`src/rtl/io_pkg.sv`:
```
// Shared definitions for the tube display responder: register map, CTRL reset value, scan FSM states.
`default_nettype none

package io_pkg;

  localparam logic [3:0]  DATA_OFFSET = 4'h0;
  localparam logic [3:0]  CTRL_OFFSET = 4'h4;
  localparam logic [31:0] CTRL_RESET  = 32'h0000_00FF;

  typedef enum logic [0:0] {
    ST_BLANK = 1'b0,
    ST_SHOW  = 1'b1
  } scan_state_t;

endpackage

`default_nettype wire

```
`src/rtl/tube_io_responder_if.sv`:
```
// MMIO strobe/data bus plus display pins between the CPU side and the tube responder.
`default_nettype none

interface tube_io_responder_if;

  logic        iDoTubeWrite;
  logic        iDoTubeRead;
  logic [3:0]  iAddressLow;
  logic [31:0] iWriteData;
  logic [31:0] oReadData;
  logic [7:0]  oSegment;
  logic [7:0]  oDigitSelect;

  modport master (
    output iDoTubeWrite,
    output iDoTubeRead,
    output iAddressLow,
    output iWriteData,
    input  oReadData,
    input  oSegment,
    input  oDigitSelect
  );

  modport slave (
    input  iDoTubeWrite,
    input  iDoTubeRead,
    input  iAddressLow,
    input  iWriteData,
    output oReadData,
    output oSegment,
    output oDigitSelect
  );

endinterface

`default_nettype wire

```
`src/rtl/seg7_decoder.sv`:
```
// Hex nibble to active-low seven-segment pattern, output ordered {g,f,e,d,c,b,a}.
`default_nettype none

module seg7_decoder (
  input  logic [3:0] hex,
  output logic [6:0] seg
);

  always_comb begin
    seg = 7'h7F;
    case (hex)
      4'h0: seg = 7'h40;
      4'h1: seg = 7'h79;
      4'h2: seg = 7'h24;
      4'h3: seg = 7'h30;
      4'h4: seg = 7'h19;
      4'h5: seg = 7'h12;
      4'h6: seg = 7'h02;
      4'h7: seg = 7'h78;
      4'h8: seg = 7'h00;
      4'h9: seg = 7'h10;
      4'hA: seg = 7'h08;
      4'hB: seg = 7'h03;
      4'hC: seg = 7'h46;
      4'hD: seg = 7'h21;
      4'hE: seg = 7'h06;
      4'hF: seg = 7'h0E;
      default: seg = 7'h7F;
    endcase
  end

endmodule

`default_nettype wire

```
`src/rtl/tube_io_responder.sv`:
```
// Memory-mapped eight-digit seven-segment scanner with per-slot blanking and DATA/CTRL registers.
`default_nettype none

module tube_io_responder
  import io_pkg::*;
#(
  parameter int SCAN_DIVISOR = 100000,
  parameter int BLANK_CYCLES = 1000
) (
  input  logic                 iClock,
  input  logic                 iResetN,
  tube_io_responder_if.slave   bus
);

  localparam int              CNT_W    = (SCAN_DIVISOR > 2) ? $clog2(SCAN_DIVISOR) : 1;
  localparam logic [CNT_W-1:0] CNT_LAST = CNT_W'(SCAN_DIVISOR - 1);
  localparam logic [CNT_W-1:0] CNT_SHOW = CNT_W'(BLANK_CYCLES);

  logic [31:0]      data_reg;
  logic [15:0]      ctrl_reg;
  logic [31:0]      read_data;

  logic [CNT_W-1:0] count;
  logic [CNT_W-1:0] count_next;
  logic [2:0]       index;
  logic [2:0]       index_next;
  scan_state_t      state;
  scan_state_t      state_next;

  logic [7:0]       segment;
  logic [7:0]       digit_sel;
  logic [3:0]       nibble;
  logic [6:0]       glyph;
  logic             lit;

  // Only CTRL[15:0] is storage; the upper half is hard-wired to zero.
  always_ff @(posedge iClock or negedge iResetN) begin
    if (!iResetN) begin
      data_reg <= '0;
      ctrl_reg <= CTRL_RESET[15:0];
    end else if (bus.iDoTubeWrite) begin
      if (bus.iAddressLow == DATA_OFFSET) begin
        data_reg <= bus.iWriteData;
      end else if (bus.iAddressLow == CTRL_OFFSET) begin
        ctrl_reg <= bus.iWriteData[15:0];
      end
    end
  end

  // Nonblocking update means a same-cycle write is not seen by the read.
  always_ff @(posedge iClock or negedge iResetN) begin
    if (!iResetN) begin
      read_data <= '0;
    end else if (bus.iDoTubeRead) begin
      if (bus.iAddressLow == DATA_OFFSET) begin
        read_data <= data_reg;
      end else if (bus.iAddressLow == CTRL_OFFSET) begin
        read_data <= {16'h0000, ctrl_reg};
      end else begin
        read_data <= '0;
      end
    end
  end

  always_comb begin
    count_next = (count == CNT_LAST) ? '0 : count + 1'b1;
    index_next = (count == CNT_LAST) ? index + 3'd1 : index;
    state_next = state;
    if (count_next == '0) begin
      state_next = ST_BLANK;
    end
    if (count_next == CNT_SHOW) begin
      state_next = ST_SHOW;
    end
    nibble = data_reg[{index_next, 2'b00} +: 4];
    lit    = (state_next == ST_SHOW) && ctrl_reg[index_next];
  end

  seg7_decoder u_decoder (
    .hex (nibble),
    .seg (glyph)
  );

  // Pins are computed from next-state values so they line up with the state register.
  always_ff @(posedge iClock or negedge iResetN) begin
    if (!iResetN) begin
      count     <= '0;
      index     <= 3'd0;
      state     <= ST_BLANK;
      segment   <= 8'hFF;
      digit_sel <= 8'hFF;
    end else begin
      count <= count_next;
      index <= index_next;
      state <= state_next;
      if (lit) begin
        digit_sel <= ~(8'h01 << index_next);
        segment   <= {~ctrl_reg[{1'b1, index_next}], glyph};
      end else begin
        digit_sel <= 8'hFF;
        segment   <= 8'hFF;
      end
    end
  end

  assign bus.oReadData    = read_data;
  assign bus.oSegment     = segment;
  assign bus.oDigitSelect = digit_sel;

endmodule

`default_nettype wire

```
`src/flat_wrapper.sv`:
```
// flat-port wrapper written by rule: the top's interface ports become plain ports
module tube_io_responder_flat import io_pkg::*;
#(
  parameter int SCAN_DIVISOR = 100000,
  parameter int BLANK_CYCLES = 1000
)
  (iClock, iResetN, bus_iDoTubeWrite, bus_iDoTubeRead, bus_iAddressLow, bus_iWriteData, bus_oReadData, bus_oSegment, bus_oDigitSelect);
  tube_io_responder_if bus_i ();
  input  logic iClock;
  input  logic iResetN;
  input wire logic [$bits(bus_i.iDoTubeWrite)-1:0] bus_iDoTubeWrite;
  input wire logic [$bits(bus_i.iDoTubeRead)-1:0] bus_iDoTubeRead;
  input wire logic [$bits(bus_i.iAddressLow)-1:0] bus_iAddressLow;
  input wire logic [$bits(bus_i.iWriteData)-1:0] bus_iWriteData;
  output wire logic [$bits(bus_i.oReadData)-1:0] bus_oReadData;
  output wire logic [$bits(bus_i.oSegment)-1:0] bus_oSegment;
  output wire logic [$bits(bus_i.oDigitSelect)-1:0] bus_oDigitSelect;
  assign bus_i.iDoTubeWrite = bus_iDoTubeWrite;
  assign bus_i.iDoTubeRead = bus_iDoTubeRead;
  assign bus_i.iAddressLow = bus_iAddressLow;
  assign bus_i.iWriteData = bus_iWriteData;
  assign bus_oReadData = bus_i.oReadData;
  assign bus_oSegment = bus_i.oSegment;
  assign bus_oDigitSelect = bus_i.oDigitSelect;
  tube_io_responder #(.SCAN_DIVISOR(SCAN_DIVISOR), .BLANK_CYCLES(BLANK_CYCLES)) u_core (.iClock(iClock), .iResetN(iResetN), .bus(bus_i));
endmodule
```
`config.mk`:
```
export PLATFORM = sky130hd
export DESIGN_NAME = tube_io_responder_flat
export DESIGN_NICKNAME = d
export VERILOG_FILES = /design/src/rtl/io_pkg.sv /design/src/rtl/tube_io_responder_if.sv /design/src/rtl/seg7_decoder.sv /design/src/rtl/tube_io_responder.sv /design/src/flat_wrapper.sv
export SDC_FILE = /design/constraint.sdc
export NUM_CORES = 1
export LEC_CHECK = 0
export ABC_CLOCK_PERIOD_IN_PS = 5600
export BUFFER_PORTS_ARGS = -buffer_cell sky130_fd_sc_hd__buf_2
export CORE_MARGIN = 4
export CORE_UTILIZATION = 40
export DETAILED_ROUTE_END_ITERATION = 7
export SLEW_MARGIN = 25
export SYNTH_ARGS = -nofsm -noshare
export SYNTH_HDL_FRONTEND = slang
export SYNTH_SLANG_ARGS = --single-unit
export TNS_END_PERCENT = 50
```
`constraint.sdc`:
```
create_clock -name iClock -period 5.6 [get_ports iClock]
set_input_delay 0 -clock iClock [delete_from_list [all_inputs] [get_ports iClock]]
set_output_delay 0 -clock iClock [all_outputs]
set_load 0.005 [all_outputs]
```
* Word-level counts from Yosys, hierarchy flattened
Memories as Yosys holds them, arrays and structs flattened.
Index checks and enable logic that the tools add are counted.
** Operators by class
- Reduce and logical (&&, ||, !) cells :: 5
- $add $sub $neg :: 2
- Muxes and demuxes :: 12
- Shift-type cells :: 2
- $lt $le $gt $ge :: 2
- Eq/ne operators :: 3
- Bitwise gates (word level) :: 3
** Operators with widths (number)
- 32-bit two-way mux :: 1
- 32-bit by 6-bit variable part select with 4-bit output :: 1
- 17-bit by 1-bit adder with 17-bit output, second input constant :: 1
- 17-bit by 10-bit == test with 1-bit output, second input constant :: 1
- 17-bit == test, second input constant :: 1
- 17-bit zero test :: 1
- 17-bit two-way mux :: 1
- 16-bit two-way mux :: 1
- 8-bit two-way mux :: 2
- 8-bit NOT :: 1
- 1-bit by 3-bit left shift with 8-bit output, first input constant :: 1
- 1-bit binary-select mux with 3-bit select :: 2
- 3-bit by 5-bit less-than comparator with 1-bit output, second input constant :: 1
- 4-bit by 5-bit less-than comparator with 1-bit output, second input constant :: 1
- 4-bit by 3-bit == test with 1-bit output, second input constant :: 1
- 4-bit zero test :: 1
- 1-bit two-way mux :: 4
- 3-bit by 1-bit adder with 3-bit output, second input constant :: 1
- 3-bit two-way mux :: 1
- 3-bit AND reduction :: 1
- 1-bit NOT :: 2
- 2-bit AND reduction :: 1
- 1-bit logical AND :: 1
** Storage, ports and cells
- Memories kept :: 1
- Input bits :: 40
- Output and inout port bits :: 48
- Logic and storage cells :: 38
- Flip-flop bits (word level) :: 117
- Memory bits (read-only) :: 112
** Memory list
- (no name shown) :: words 16, width 7, read ports 1, clocked after Yosys merged registers in 0, write ports 0, line seg7_decoder.sv:11 : case (hex)

* Longest topological paths before layout
- Word-level depth :: 7
- Depth in mapped cells :: 17
- Gate-level depth less buffers :: 15

* Hierarchy
A second synthesis with hierarchy kept.
** Unflattened totals
- Cell total of the unflattened synthesis :: 504
- Area total of the unflattened synthesis :: 5826.8 µm²
** Modules (own cells, without submodules)
- tube_io_responder :: sequential area each 2957.8 µm², instances 1, cells each 472, area each 5551.6 µm²
- seg7_decoder :: sequential area each 0.0 µm², instances 1, cells each 32, area each 275.3 µm²

* Worst setup path after synthesis
Ideal clock, no wire load.
- Path type :: register -> register
- Start :: reg u_core.index[0]
- End :: reg u_core.segment[3], in the netlist u_core.bus.oSegment[3]
- Data required time :: 5518 ps
- Setup time :: 82 ps
- Slack :: 2228 ps
- Buffers on the path :: 2
- Stages on the path, launching flop included :: 12
- Data arrival time :: 3290 ps
- Period minus slack after synthesis :: 3372 ps
- Cell sequence :: dfrtp_1 -> ha_1 -> clkbuf_1 -> clkbuf_1 -> mux2i_1 -> a21boi_0 -> o2bb2ai_1 -> o31ai_1 -> inv_1 -> ha_1 -> mux4_2 -> or2_1
** Between the ends
- Longest elaborated chain between the ends :: 6
- Elaborated cells on any way between the ends :: 8
- Those cells by class :: 1 x add/sub; 1 x shift; 4 x mux; 1 x reduce/logical; 1 x memory
** RTL lines
- start, declared :: line tube_io_responder.sv:25 : logic [2:0] index;
- start signal, assigned :: line tube_io_responder.sv:94 : index <= index_next;
- 3-bit by 1-bit adder with 3-bit output :: line tube_io_responder.sv:67 : index_next = (count == CNT_LAST) ? index + 3'd1 : index;
- 3-bit two-way mux * :: line tube_io_responder.sv:67
- parallel branches: the longest is 3 deep, another holds memory 16 x 7 bit
- 8-bit two-way mux * :: line tube_io_responder.sv:96 : if (lit) begin
- end signal, assigned :: line tube_io_responder.sv:98 : segment <= {~ctrl_reg[{1'b1, index_next}], glyph};
- end, declared :: line tube_io_responder.sv:30 : logic [7:0] segment;
Every way passes the cells marked *. The select of a mux whose other input is x is not followed.
A chain may end at the register's enable or synchronous reset.

* Worst setup path after layout
- Start :: reg u_core.count[12]
- End :: reg u_core.segment[3], in the netlist u_core.bus.oSegment[3]
** Between the ends
- Longest elaborated chain between the ends :: 7
- Elaborated cells on any way between the ends :: 14
- Those cells by class :: 1 x add/sub; 2 x eq/ne; 1 x shift; 7 x mux; 2 x reduce/logical; 1 x memory
** RTL lines
- start, declared :: line tube_io_responder.sv:23 : logic [CNT_W-1:0] count;
- start signal, assigned :: line tube_io_responder.sv:93 : count <= count_next;
- parallel branches: the longest is 6 deep, another holds memory 16 x 7 bit
- 8-bit two-way mux * :: line tube_io_responder.sv:96
Marked as above.

==> metrics <==
Top FF cell, synth dfrtp_1; Worst-path clk slew approximately 60 ps; CP arrival 4270 ps; Netlist cell types 61; Hold WC Path Type in -> async; CTS tree done; Pre-Repair DR Iteration Count 4; Setup violations, final 0; max_cap viols 0; post-synthesis compound-gate area fraction 10.7%; PD cells 323 nW/um2; min Tclk post-route 3920 ps; Seq/Total Area, Yosys 48.9%; Syn Nets 599; gr usage total 19.2%; Avg WL per Cell 18.1 um; vias in the first global route between 4,000 and 5,000; worst path required time 5950 ps; DRT Wirelength 15,500 um; TNS Setup 0 ps; mux contribution to synthesized area 18.1%; largest vdd supply drop 217 uV; synth cell count leaders 93 x dfrtp_1, 56 x mux2_2, 45 x nor2_1, 44 x nand3_1, 31 x nand2_1; reg2reg end u_core.bus.oSegment[3]; yosys warns 0; Lkg Pwr 3.22 nW; PortBufs 87; Synth top area share 38.5%; largest net degree at the start of global routing 73; CTS Sinks 117; Cell Rows 44; Setup WS post-layout 1680 ps; global-route wire length before repair roughly 25,000 um; Congestion Overflow GR 0; Core Area roughly 15,000 um2; status finished, final reports clean; Peak Freq ~250 MHz; fraction of layout cells with a size suffix above 1 34.8%; cell accounting for the most synthesized area dfrtp_1; clock root cell clkbuf_16; initial antenna violation count 0; crit path kind reg -> reg; Clock Latency Late Sink 420 ps; Ant. Diodes 0; Final Max Tran Viols 0; crit start category flip-flop; Worst Setup End Kind flip-flop; Synth area leaders dfrtp_1 38%, dfstp_2 10%, mux2_2 10%, mux4_2 5.2%, nand3_1 3.6%; Tcrit/Tclk final 70.0%; initial core utilization 41.2%; vias between 4,000 and 5,000; die width ~130 um; Post-synth EDFFs 0; htree depth 4; #FFs+latches synth 117; die area 17,200 um2; Adder-Cell Fraction of Synth Area 1.65%; Setup Skew 8.02 ps; final hold vios 0; cts repair resizes 0; Die H 131 um; Crit Path Max Fanout 14; RR Startpoint u_core.count[12]; worst-case clock buffer depth 2; total CTS buffers 17; Post-Syn Area a little over 6000 um2; Post-Syn Instances between 500 and 600; Initial DRC Count 323; Ports just under 90; Hold WS 138 ps; Synth Area in XOR/XNOR 2.75%; relative slew slack 31.5%; Nets 710; simple-gate area share of the yosys netlist 13.8%; Final Util roughly 51%; Mean Syn Cell Area 11.0 um2; vias per cell between 5 and 6; post-route DRC violation count 0; GP Congestion 0.881; count leader, synth dfrtp_1; post-route ant nets 0; Tightest Pin Transition 1030 ps; area grow syn2layout 24.6%; pre-CTS WS 1640 ps; DP HPWL 10,900 um; FF-to-FF setup slack 1680 ps; Post-synth ARST share 100%; RSZ-0062 raised after global routing no; cells on worst reg2reg path 11; main combinational cell family by area after synthesis multiplexers; Fillers about 1,300
per-layer routing:
metal / vias to the layer above / track usage (%) / routed length (um)
met5: - / 0 / 0
met4: 0 / 8.11 / 407
met3: 31 / 5.20 / 835
met2: 134 / 28.7 / 7250
met1: 2304 / 26.2 / 7040
li1: 2202 / - / -
per-stage QoR:
stage	total power [mW]	instance area, um2	cells
global placement	1.37	6630	794
floorplan	1.25	6050	551
global route	2.55	7540	859
finish	2.44	7540	859
detailed placement	1.38	6630	794
CTS	2.46	7540	859
cell usage in the layout (no fill, tap or decap), types with 3 or more instances in the layout:
cell	instances
mux2_2	56
nor2b_1	4
buf_2	86
o211ai_1	5
clkinvlp_4	3
and3_1	9
nor2_1	45
xor2_1	8
clkbuf_16	17
dfstp_2	24
nand2_1	31
mux4_2	14
buf_4	8
a21oi_1	22
clkinv_4	3
inv_6	4
nand2b_1	3
xnor2_1	11
a22oi_1	16
o21ai_0	23
ha_1	8
nor3_1	5
a2111oi_0	4
o21ai_1	5
dfrtp_1	93
a31oi_1	3
dlygate4sd3_1	33
o2bb2ai_1	3
mux2i_1	15
inv_1	25
nand3_1	44
repair_timing:
action	in CTS	in global routing
endpoints found under the hold margin	93	0
setup endpoints to repair	0	0
buffers inserted	0	0
hold buffers	33	0
critical path, stage by stage, from the launching register on:
cell and delay, ps:
dfrtp_1 390, nand4bb_2 310, nor4b_4 360, nand3_1 480, nand3_1 240, o21ai_1 130, o2bb2ai_1 160, o31ai_1 570
inv_1 200, ha_1 320, mux4_2 460, or2_1 220
worst max path at each step:
stage,start,end,slack (ps)
after floorplan,u_core.index[0],u_core.bus.oSegment[3],2230
after global placement,u_core.count[12],u_core.bus.oSegment[3],1840
after detailed placement,u_core.count[6],u_core.bus.oSegment[3],1640
after CTS,u_core.count[12],u_core.bus.oSegment[3],1640
after global routing,u_core.count[12],u_core.bus.oSegment[3],1320
final,u_core.count[12],u_core.bus.oSegment[3],1680
kinds of logic after synthesis:
kind of cell               Yosys count
AOI/OAI and AO/OA                   98
xor gates and xnor gates            19
adders and majority gates            8
buffers and inverters               61
DFF                                117
muxes                               85
and+or+nand+nor                    163
layout make-up:
cell class,count,area (um2),area share [%]
inverters,26,97.6,1.29
multi-input cells,373,2860,37.9
flip-flops and latches,117,2960,39.2
clock buffers,19,453,6.01
clock inverters,13,124,1.64
repair buffers,127,821,10.9
well taps,184,230,3.05
power breakdown:
group	internal (mW)	total (mW)	switching, mW
clock network	0.638	1.05	0.410
logic	0.186	0.338	0.152
registers	0.950	1.05	0.101
Power figures use the tool's default switching activity.
